### config.mk
export PLATFORM = sky130hd
export DESIGN_NAME = button_debouncer
export DESIGN_NICKNAME = d
export VERILOG_FILES = /design/src/rtl/debounce_pkg.sv /design/src/rtl/sync_ff.sv /design/src/rtl/button_debouncer.sv
export SDC_FILE = /design/constraint.sdc
export NUM_CORES = 1
export LEC_CHECK = 0
export CAP_MARGIN = 10
export CORE_AREA = 5 5 42 44
export CTS_CLUSTER_SIZE = 28
export DETAILED_ROUTE_END_ITERATION = 8
export DIE_AREA = 0 0 47 49
export HOLD_SLACK_MARGIN = 0.12
export PLACE_DENSITY = 0.55
export SETUP_SLACK_MARGIN = 0.3
export SYNTH_ARGS = -nofsm -noshare
export SYNTH_HDL_FRONTEND = slang
export SYNTH_SLANG_ARGS = --single-unit
### constraint.sdc
create_clock -name clk -period 1.45 [get_ports clk]
set_input_delay 0.2175 -clock clk [delete_from_list [all_inputs] [get_ports clk]]
set_output_delay 0.2175 -clock clk [all_outputs]
set_load 0.02 [all_outputs]
### src/rtl/debounce_pkg.sv
// Shared types and helpers for the push-button debouncer and related input conditioning.
package debounce_pkg;

    typedef enum logic [1:0] {S_LOW, S_RISE, S_HIGH, S_FALL} db_state_t;

    // Width of the stability counter; never narrower than one bit.
    function automatic int cnt_width(input int cycles);
        int w;
        w = $clog2(cycles);
        if (w < 32'sd1) begin
            w = 32'sd1;
        end else begin
            w = w;
        end
        return w;
    endfunction

endpackage

### src/rtl/sync_ff.sv
// Multi-stage flip-flop synchroniser for asynchronous single-bit inputs.
module sync_ff #(
    parameter int STAGES = 2
) (
    input  logic clk,
    input  logic reset,
    input  logic d,
    output logic q
);

    logic [STAGES-1:0] chain_r;

    // Shift chain clearing to 0 on reset; no logic between stages.
    always_ff @(posedge clk or negedge reset) begin
        if (!reset) begin
            chain_r <= '0;
        end else begin
            chain_r <= {chain_r[STAGES-2:0], d};
        end
    end

    assign q = chain_r[STAGES-1];

endmodule

### src/rtl/button_debouncer.sv
// Synchronises and debounces a raw push-button, producing a clean level and
// single-cycle press/release pulses aligned with the first cycle of each new level.
module button_debouncer
    import debounce_pkg::*;
#(
    parameter int STABLE_CYCLES = 4,
    parameter int SYNC_STAGES   = 2
) (
    input  logic clk,
    input  logic reset,
    input  logic button,
    output logic button_clean,
    output logic press,
    output logic release_pulse
);

    localparam int CNT_W = cnt_width(STABLE_CYCLES);
    localparam logic [CNT_W-1:0] CNT_LAST = CNT_W'(STABLE_CYCLES - 1);
    localparam logic [CNT_W-1:0] CNT_ONE  = CNT_W'(1);

    logic             btn_s;
    db_state_t        state_r;
    db_state_t        state_s;
    logic [CNT_W-1:0] count_r;
    logic [CNT_W-1:0] count_s;
    logic             press_s;
    logic             release_s;

    sync_ff #(
        .STAGES(SYNC_STAGES)
    ) u_sync (
        .clk  (clk),
        .reset(reset),
        .d    (button),
        .q    (btn_s)
    );

    // Next-state and pulse decode; any disagreeing sample restarts from zero.
    always_comb begin
        state_s   = state_r;
        count_s   = count_r;
        press_s   = 1'b0;
        release_s = 1'b0;
        case (state_r)
            S_LOW: begin
                if (btn_s) begin
                    state_s = S_RISE;
                    count_s = CNT_ONE;
                end else begin
                    state_s = S_LOW;
                end
            end
            S_RISE: begin
                if (!btn_s) begin
                    state_s = S_LOW;
                    count_s = '0;
                end else if (count_r == CNT_LAST) begin
                    state_s = S_HIGH;
                    count_s = '0;
                    press_s = 1'b1;
                end else begin
                    count_s = count_r + CNT_ONE;
                end
            end
            S_HIGH: begin
                if (!btn_s) begin
                    state_s = S_FALL;
                    count_s = CNT_ONE;
                end else begin
                    state_s = S_HIGH;
                end
            end
            S_FALL: begin
                if (btn_s) begin
                    state_s = S_HIGH;
                    count_s = '0;
                end else if (count_r == CNT_LAST) begin
                    state_s   = S_LOW;
                    count_s   = '0;
                    release_s = 1'b1;
                end else begin
                    count_s = count_r + CNT_ONE;
                end
            end
            default: begin
                state_s = S_LOW;
                count_s = '0;
            end
        endcase
    end

    // State, counter and registered outputs, all derived from the next state.
    always_ff @(posedge clk or negedge reset) begin
        if (!reset) begin
            state_r       <= S_LOW;
            count_r       <= '0;
            button_clean  <= 1'b0;
            press         <= 1'b0;
            release_pulse <= 1'b0;
        end else begin
            state_r       <= state_s;
            count_r       <= count_s;
            button_clean  <= (state_s == S_HIGH) || (state_s == S_FALL);
            press         <= press_s;
            release_pulse <= release_s;
        end
    end

endmodule

==> impl_metrics.json, run 1 <==
{
  "vias_per_cell": 4.340,
  "clock-sinks": 9,
  "ant_nets": 0,
  "slowest_delay_ns": 0.36,
  "synth.most_common_cell": "dfrtp_1",
  "critPathLaunch": "press$_DFF_PN0_",
  "synth_cell_type_count": 10,
  "cp_top_family": "flip-flops",
  "grt_pass1_vias": 208,
  "ctsHtreeMaxLevel": 1,
  "overflow": 0,
  "grt_antenna_before_repair": 0,
  "row_count": 14,
  "dr.pass1.iters": 1,
  "grt_pass1_wl_microns": 841,
  "yosysTopAreaCell": "dfrtp_1",
  "crit_chain": "clkdlybuf4s15_1",
  "synthTopCellsByArea": "dfrtp_1 69%, mux2_1 6.9%, mux2i_1 6.1%",
  "setup_viol": 0,
  "worst_skew_pair.late_latency_ns": 0.25,
  "ir_drop_v": 0.0007503,
  "setup_tns_ns": 0,
  "cp.arrival_ns": 0.90,
  "r2r-start": "count_r[1]$_DFFE_PN0P_",
  "syn_area_per_cell_sq_um": 15.61,
  "dieArea_sq_mm": 0.002303,
  "p_leak_nw": 0.2096,
  "startpoint_type": "flip-flop",
  "syn_nets": 25,
  "finalWorstSetupSlack_ns": 0.3322,
  "critPathMaxFanout": 1,
  "period_share_pct": 77.09,
  "path_class": "reg2out",
  "die_h_microns": 49,
  "ctsHoldBuffers": 0,
  "clock_skew_ns": 0.004246,
  "ys_seq_area_share_pct": 68.70,
  "synth-edff-count": 0,
  "cp_data_required_time_ns": 1.23,
  "async_reset_ff_share_pct": 100.0,
  "synthCells": 21,
  "area_delta_synth_final_pct": 33.21,
  "io-pin-count": 6,
  "cts_buffers": 3,
  "dr.first_iter.drc_count": 0,
  "synth_ff_type": "dfrtp_1",
  "start_util_pct": 23.39,
  "core_area_sq_mm": 0.001401,
  "rrSetupSlack_ns": 0.35,
  "cts_tree": "built",
  "vias": 204,
  "slew_viol_final": 0,
  "final_nets": 36,
  "drcViolationCount": 0,
  "clk_path_buf_depth": 2,
  "drt-total-wl_microns": 491,
  "ys_top_cells_by_count": "9 x dfrtp_1, 2 x mux2_1, 2 x mux2i_1, 2 x nor3b_1",
  "placed_cells": 42,
  "n_antenna_cell": 0,
  "maxCapViolCount": 0,
  "critPathBufInv": 1,
  "powerDensity_mw_per_mm2": 1852,
  "tightest_slew_ns": 0.3694,
  "run_status": "complete, no violations",
  "slew_headroom_pct": 75.30,
  "reg2reg_to": "state_r[1]$_DFF_PN0_",
  "fin_util_pct": 31.16,
  "post_drt_wl_per_cell_microns": 10.45,
  "final_area_sq_um": 436.7,
  "rsz0062_at_grt": "yes",
  "min_path_type": "in2async",
  "hold_violations": 0,
  "r2r_cells": 3,
  "yosysWarnings": 0,
  "grt_usage_pct": 5.698,
  "cp-end-kind": "primary output",
  "fin_cells": 47,
  "ctsRootBufferMaster": "clkbuf_4",
  "cp.depth": 1,
  "critical_path.slowest_cell": "dfrtp_1",
  "syn_area_sq_um": 327.8,
  "hpwl_microns": 426.2,
  "num-fill-cells": 142,
  "synth_seq_cells": 9,
  "max_freq_mhz": 894.6,
  "synth.top_cell.area_share_pct": 68.70,
  "crit_end": "press",
  "io_buffer_count": 5,
  "placed_area_sq_um": 397.9,
  "die_w_microns": 47,
  "grt_max_degree": 10,
  "gp_congestion": 0.7489,
  "dp_slack_ns": 0.2608,
  "clk_pin_slew_ns": 0.05,
  "finalCriticalPeriod_ns": 1.118,
  "drive_above_1_share_pct": 35.48
}
## placed cells by master (no fill, tap or decap)
cell,n
clkbuf_2,2
mux2i_1,2
nand2_4,1
clkbuf_1,1
clkbuf_4,3
clkdlybuf4s15_1,1
nand2b_2,1
mux2_4,2
clkdlybuf4s50_1,2
ha_2,1
xnor2_1,1
nor3b_1,2
buf_4,1
dfrtp_1,9
nand2_1,1
a21oi_1,1
## kinds of logic after synthesis
group,count (synthesis),share of synthesized area (%)
compound gates,1,1.525
xor+xnor,1,2.672
fa+ha+maj,1,3.816
flops,9,68.70
mux,4,12.98
simple gates,5,10.30
## per-layer routing
layer | vias up | share of wire [%] | GRT usage, %
met5 | - | 0 | 0
met4 | 0 | 2.9 | 5.530
met3 | 2 | 14 | 4.428
met2 | 8 | 55 | 9.050
met1 | 102 | 27 | 3.645
li1 | 92 | - | -
## registers in the layout, summed over array words and instances, names as in the netlist
signal,cells
state_r,2
press,1
count_r,2
release_pulse,1
u_sync.chain_r,2
button_clean,1
## per-stage QoR
stage               hold WS, ns  power, mW
floorplan              -0.07809     0.5185
finish                   0.2481     0.8086
CTS                      0.2515     0.7983
detailed placement       0.3499     0.6011
global route             0.2606     0.8827
global placement         0.3334     0.5825
## power breakdown
part / total (mW) / internal (mW) / leakage, nW / switching (mW)
clock network: 0.177 / 0.105 / 0.0150 / 0.0717
logic: 0.244 / 0.143 / 0.0825 / 0.101
registers: 0.388 / 0.323 / 0.112 / 0.0645
## worst min-delay path by stage
| stage | endpoint | slack [ns] |
|---|---|---|
| floorplan | button_clean$_DFF_PN0_ | -0.08 |
| global placement | u_sync.chain_r[1]$_DFF_PN0_ | 0.33 |
| detailed placement | u_sync.chain_r[1]$_DFF_PN0_ | 0.35 |
| CTS | count_r[1]$_DFFE_PN0P_ | 0.25 |
| global route | count_r[1]$_DFFE_PN0P_ | 0.26 |
| finish | press$_DFF_PN0_ | 0.25 |
## final cells by class
| class | count | area (sq um) | share of cell area [%] |
|---|---|---|---|
| sequential | 9 | 225.2 | 51.58 |
| multi-input combinational | 12 | 117.6 | 26.93 |
| timing repair buffer | 6 | 47.55 | 10.89 |
| clock buffer | 4 | 26.28 | 6.017 |
| tap | 16 | 20.02 | 4.585 |
## timing repair
item | in CTS | in global routing
pin swaps | 1 | 0
endpoints found under the setup margin | 5 | 5
buffers inserted | 1 | 0
resized for setup | 6 | 6
Power figures use the tool's default switching activity.
==> run 2: changes to the inputs <==
==> constraint.sdc (replaced) <==
create_clock -name clk -period 1.2 [get_ports clk]
set_input_delay 0.18 -clock clk [delete_from_list [all_inputs] [get_ports clk]]
set_output_delay 0.18 -clock clk [all_outputs]
set_load 0.02 [all_outputs]
==> run 2 against run 1 <==
  * Worst hold slack worse by 0.038 ns
  * Clock skew hardly changed
  * Clock power is 32% higher
  * Sequential share of layout area is 7.5 points lower
  * Combinational power is 66% higher
  * Sequential power is 31% higher
  * Setup slack worse by 0.21 ns
  * Largest cell class unchanged
  * Count of clock-buffer cells in the layout is 1 lower
==> impl_metrics.json, run 2 (synthesis results as in run 1) <==
{
  "row_count": 14,
  "worst_skew_pair.late_latency_ns": 0.26,
  "drt-total-wl_microns": 651,
  "io_buffer_count": 5,
  "ctsRootBufferMaster": "clkbuf_4",
  "period_share_pct": 89.41,
  "die_h_microns": 49,
  "critPathLaunch": "count_r[0]$_DFFE_PN0P_",
  "ctsHoldBuffers": 0,
  "cts_tree": "built",
  "ctsHtreeMaxLevel": 1,
  "ir_drop_v": 0.0006676,
  "grt_max_degree": 10,
  "area_delta_synth_final_pct": 56.87,
  "die_w_microns": 47,
  "gp_congestion": 0.6420,
  "p_leak_nw": 0.2414,
  "setup_viol": 0,
  "run_status": "complete, no violations",
  "drive_above_1_share_pct": 58.82,
  "cp-end-kind": "flip-flop",
  "n_antenna_cell": 0,
  "reg2reg_to": "state_r[1]$_DFF_PN0_",
  "clock-sinks": 9,
  "dieArea_sq_mm": 0.002303,
  "hold_violations": 0,
  "io-pin-count": 6,
  "vias_per_cell": 4.280,
  "grt_pass1_wl_mm": 1.055,
  "clk_path_buf_depth": 2,
  "crit_end": "state_r[1]$_DFF_PN0_",
  "ant_nets": 0,
  "slew_headroom_pct": 72.86,
  "rsz0062_at_grt": "yes",
  "finalCriticalPeriod_ns": 1.073,
  "r2r_cells": 3,
  "dr.first_iter.drc_count": 4,
  "dp_slack_ns": 0.07004,
  "cts_buffers": 3,
  "startpoint_type": "flip-flop",
  "final_nets": 39,
  "final_common_cell": "dfrtp_1",
  "cp.arrival_ns": 1.22,
  "final_cell_mix": "8 x dfrtp_1, 4 x buf_4, 3 x clkbuf_4, 3 x buf_6",
  "finalWorstSetupSlack_ns": 0.1271,
  "overflow": 0,
  "post_drt_wl_per_cell_microns": 13.02,
  "critPathMaxFanout": 3,
  "grt_usage_pct": 6.904,
  "num-fill-cells": 145,
  "slew_viol_final": 0,
  "tightest_slew_ns": 0.4058,
  "path_class": "reg2reg",
  "r2r-start": "count_r[0]$_DFFE_PN0P_",
  "start_util_pct": 23.39,
  "reg.largest.list": "count_r (2), state_r (2), u_sync.chain_r (2)",
  "clock_skew_ns": 0.004453,
  "fin_util_pct": 36.70,
  "hpwl_microns": 414,
  "grt_antenna_before_repair": 0,
  "dr.pass1.iters": 2,
  "vias": 214,
  "hold-worst-slack_ns": 0.2105,
  "setup_tns_ns": 0,
  "cp_data_required_time_ns": 1.34,
  "drcViolationCount": 0,
  "max_freq_mhz": 932.0,
  "maxCapViolCount": 0,
  "core_area_sq_mm": 0.001401,
  "rrSetupSlack_ns": 0.13,
  "powerDensity_mw_per_mm2": 2234,
  "clk_pin_slew_ns": 0.07,
  "min_path_type": "in2async",
  "grt_pass1_vias": 248
}
-- run 2: cell types whose count changed in the layout (fill, tap and decap cells not counted), moves of 2 or more --
cell and change:
buf_4 +3, buf_6 +3, nor3b_2 +2, clkbuf_2 -2, nor3b_1 -2
-- run 2: worst min-delay path by stage --
stage | startpoint | to | slack [ns] | cells past startpoint
floorplan | reset | button_clean$_DFF_PN0_ | -0.12 | 0
global placement | u_sync.chain_r[0]$_DFF_PN0_ | u_sync.chain_r[1]$_DFF_PN0_ | 0.34 | 0
detailed placement | u_sync.chain_r[0]$_DFF_PN0_ | u_sync.chain_r[1]$_DFF_PN0_ | 0.35 | 0
CTS | reset | count_r[1]$_DFFE_PN0P_ | 0.22 | 1
global route | reset | count_r[1]$_DFFE_PN0P_ | 0.24 | 1
finish | reset | count_r[1]$_DFFE_PN0P_ | 0.21 | 1
-- run 2: routing by layer --
metal / wire, microns / vias up / track usage, % / share of wire, %
met5: 0 / - / 0 / 0
met2: 342 / 6 / 9.729 / 53
met1: 266 / 110 / 7.500 / 41
met3: 41 / 0 / 3.321 / 6.3
li1: - / 98 / - / -
met4: 0 / 0 / 5.530 / 0
-- run 2: worst max-delay path, stage by stage, from the launching register on --
cell and delay (ns):
dfrtp_1 0.41, ha_4 0.18, nand2_4 0.07, mux2_4 0.29
-- run 2: cell type report --
class                   count  area [sq um]  share of cell area (%)
clock buffers               3         22.52                   4.380
clock inverters             1         5.005                  0.9732
multi-input cells          12         156.4                   30.41
flip-flops and latches      9         226.5                   44.04
well taps                  16         20.02                   3.893
repair buffers              9         83.83                   16.30
-- run 2: what timing repair did --
item / CTS / global route
pin swaps: 3 / 1
buffers inserted: 4 / 0
gates cloned: 0 / 0
endpoints found under the setup margin: 9 / 10
resized for setup: 20 / 4
-- run 2: through the flow --
stage                     instances  power [mW]  instance area (sq um)
final                            50       1.149                  514.2
after global routing             50       1.211                  514.2
after CTS                        50       1.121                  495.5
after detailed placement         42      0.7761                  415.4
after global placement           42      0.7509                  415.4
after floorplan                  21      0.6766                  345.3
-- run 2: report_power, final --
part | switching [mW] | internal, mW
Clock | 0.111 | 0.123
Combinational | 0.140 | 0.265
Sequential | 0.119 | 0.390
Total | 0.370 | 0.779
==> run 3: changes to the inputs <==
--- a/config.mk
+++ b/config.mk
@@ -10,6 +10,7 @@
 export CTS_CLUSTER_SIZE = 28
 export DETAILED_ROUTE_END_ITERATION = 8
 export DIE_AREA = 0 0 47 49
+export GPL_TIMING_DRIVEN = 0
 export HOLD_SLACK_MARGIN = 0.12
 export PLACE_DENSITY = 0.55
 export SETUP_SLACK_MARGIN = 0.3
==> run 3 against run 2 <==
  * Critical path depth unchanged
  * Setup slack improved by 0.0067 ns
  * First-iteration DRC count shrank 100%
  * Routed wire length up 6.3%
  * Critical path type unchanged
==> impl_metrics.json, run 3 (synthesis results as in run 1) <==
{
  "run_status": "complete, no violations",
  "path_class": "reg2reg",
  "cp_data_required_time_ns": 1.35,
  "ant_nets": 0,
  "finalCriticalPeriod_ns": 1.066,
  "n_antenna_cell": 0,
  "dr.pass1.iters": 1,
  "powerDensity_mw_per_mm2": 2281,
  "clock-sinks": 9,
  "num-fill-cells": 141,
  "drt-total-wl_microns": 692,
  "setup_viol": 0,
  "ctsRootBufferMaster": "clkbuf_4",
  "grt_pass1_wl_mm": 1.055,
  "rsz0062_at_grt": "yes",
  "cp_top_family": "flip-flops",
  "ctsHtreeMaxLevel": 1,
  "cts_tree": "built",
  "slew_headroom_pct": 72.84,
  "grt_usage_pct": 7.112,
  "p_leak_nw": 0.2415,
  "vias": 224,
  "final_nets": 40,
  "placed_area_sq_um": 415.4,
  "grt_antenna_before_repair": 0,
  "ctsHoldBuffers": 0,
  "critPathBufInv": 0,
  "drive_above_1_share_pct": 54.29,
  "hpwl_microns": 427,
  "final_common_cell": "dfrtp_1",
  "core_area_sq_mm": 0.001401,
  "io_buffer_count": 5,
  "ir_drop_v": 0.0008600,
  "dr.first_iter.drc_count": 0,
  "die_w_microns": 47,
  "grt_pass1_vias": 269,
  "hold_violations": 0,
  "maxCapViolCount": 0,
  "start_util_pct": 23.39,
  "gp_congestion": 0.7039,
  "area_delta_synth_final_pct": 57.25,
  "finalWorstSetupSlack_ns": 0.1337,
  "hold-worst-slack_ns": 0.2096,
  "reg.largest.list": "count_r (2), state_r (2), u_sync.chain_r (2)",
  "tightest_slew_ns": 0.4062,
  "final_area_sq_um": 515.5,
  "min_path_type": "in2async",
  "crit_chain": "ha_4 > nand2_4 > mux2_4",
  "final_cell_mix": "8 x dfrtp_1, 5 x buf_4, 3 x clkbuf_4, 3 x buf_6",
  "slowest_delay_ns": 0.41,
  "critPathMaxFanout": 4,
  "post_drt_wl_per_cell_microns": 13.57,
  "dieArea_sq_mm": 0.002303,
  "slew_viol_final": 0,
  "max_freq_mhz": 937.9,
  "clock_skew_ns": 0.008071,
  "vias_per_cell": 4.392,
  "dp_slack_ns": 0.08008,
  "startpoint_type": "flip-flop",
  "cp.arrival_ns": 1.22,
  "grt_max_degree": 10,
  "die_h_microns": 49,
  "worst_skew_pair.late_latency_ns": 0.26,
  "period_share_pct": 88.85,
  "cts_buffers": 3,
  "setup_tns_ns": 0,
  "clk_pin_slew_ns": 0.06,
  "overflow": 0,
  "critical_path.slowest_cell": "dfrtp_1",
  "drcViolationCount": 0,
  "io-pin-count": 6,
  "row_count": 14,
  "cp-end-kind": "flip-flop",
  "clk_path_buf_depth": 2
}
run 3: cell types whose count changed in the layout (fill, tap and decap cells not counted), sizes merged:
| cell | change |
|---|---|
| clkinv | -1 |
| clkbuf | +1 |
| buf | +1 |
run 3: worst paths after layout:
kind                                                  start                     endpoint  slack, ns  cells after the start
max in group asynchronous                             reset         state_r[1]$_DFF_PN0_       0.68                      1
worst max-delay path                 count_r[1]$_DFFE_PN0P_         state_r[1]$_DFF_PN0_       0.13                      3
min in group clk                                     button  u_sync.chain_r[0]$_DFF_PN0_       0.35                      1
worst min-delay path                                  reset       button_clean$_DFF_PN0_       0.21                      1
worst max register to register       count_r[1]$_DFFE_PN0P_         state_r[1]$_DFF_PN0_       0.13                      3
worst min register to register  u_sync.chain_r[0]$_DFF_PN0_  u_sync.chain_r[1]$_DFF_PN0_       0.36                      0
run 3: stage by stage:
stage	std cells	total power, mW	utilization (%)
3_3_place_gp	42	0.7473	29.64
2_1_floorplan	21	0.6766	-
4_1_cts	49	1.121	34.55
6_report	51	1.176	36.79
5_1_grt	51	1.243	36.79
3_5_place_dp	42	0.7768	29.64
run 3: cell type report:
class / count / area (sq um) / share of cell area, %
flip-flops and latches: 9 / 226.5 / 43.93
multi-input cells: 12 / 151.4 / 29.37
repair buffers: 10 / 91.34 / 17.72
clock buffers: 4 / 26.28 / 5.097
well taps: 16 / 20.02 / 3.883
run 3: routing by layer:
layer	vias up	track usage, %	wire (microns)	share of wire [%]
li1	100	-	-	-
met1	110	5.442	257	37
met2	10	9.955	336	49
met3	4	4.797	67	9.7
met4	0	8.756	31	4.5
met5	-	0	0	0
run 3: report_power, final:
part	switching, mW	total, mW	internal [mW]	leakage (nW)
Combinational	0.153	0.434	0.281	0.115
Clock	0.107	0.235	0.128	0.0150
Sequential	0.114	0.507	0.394	0.111
run 3: repair_timing:
item | in CTS | in global routing
buffers inserted | 3 | 2
resized for setup | 18 | 5
setup endpoints to repair | 9 | 10
pin swaps | 2 | 1
cloned | 0 | 0
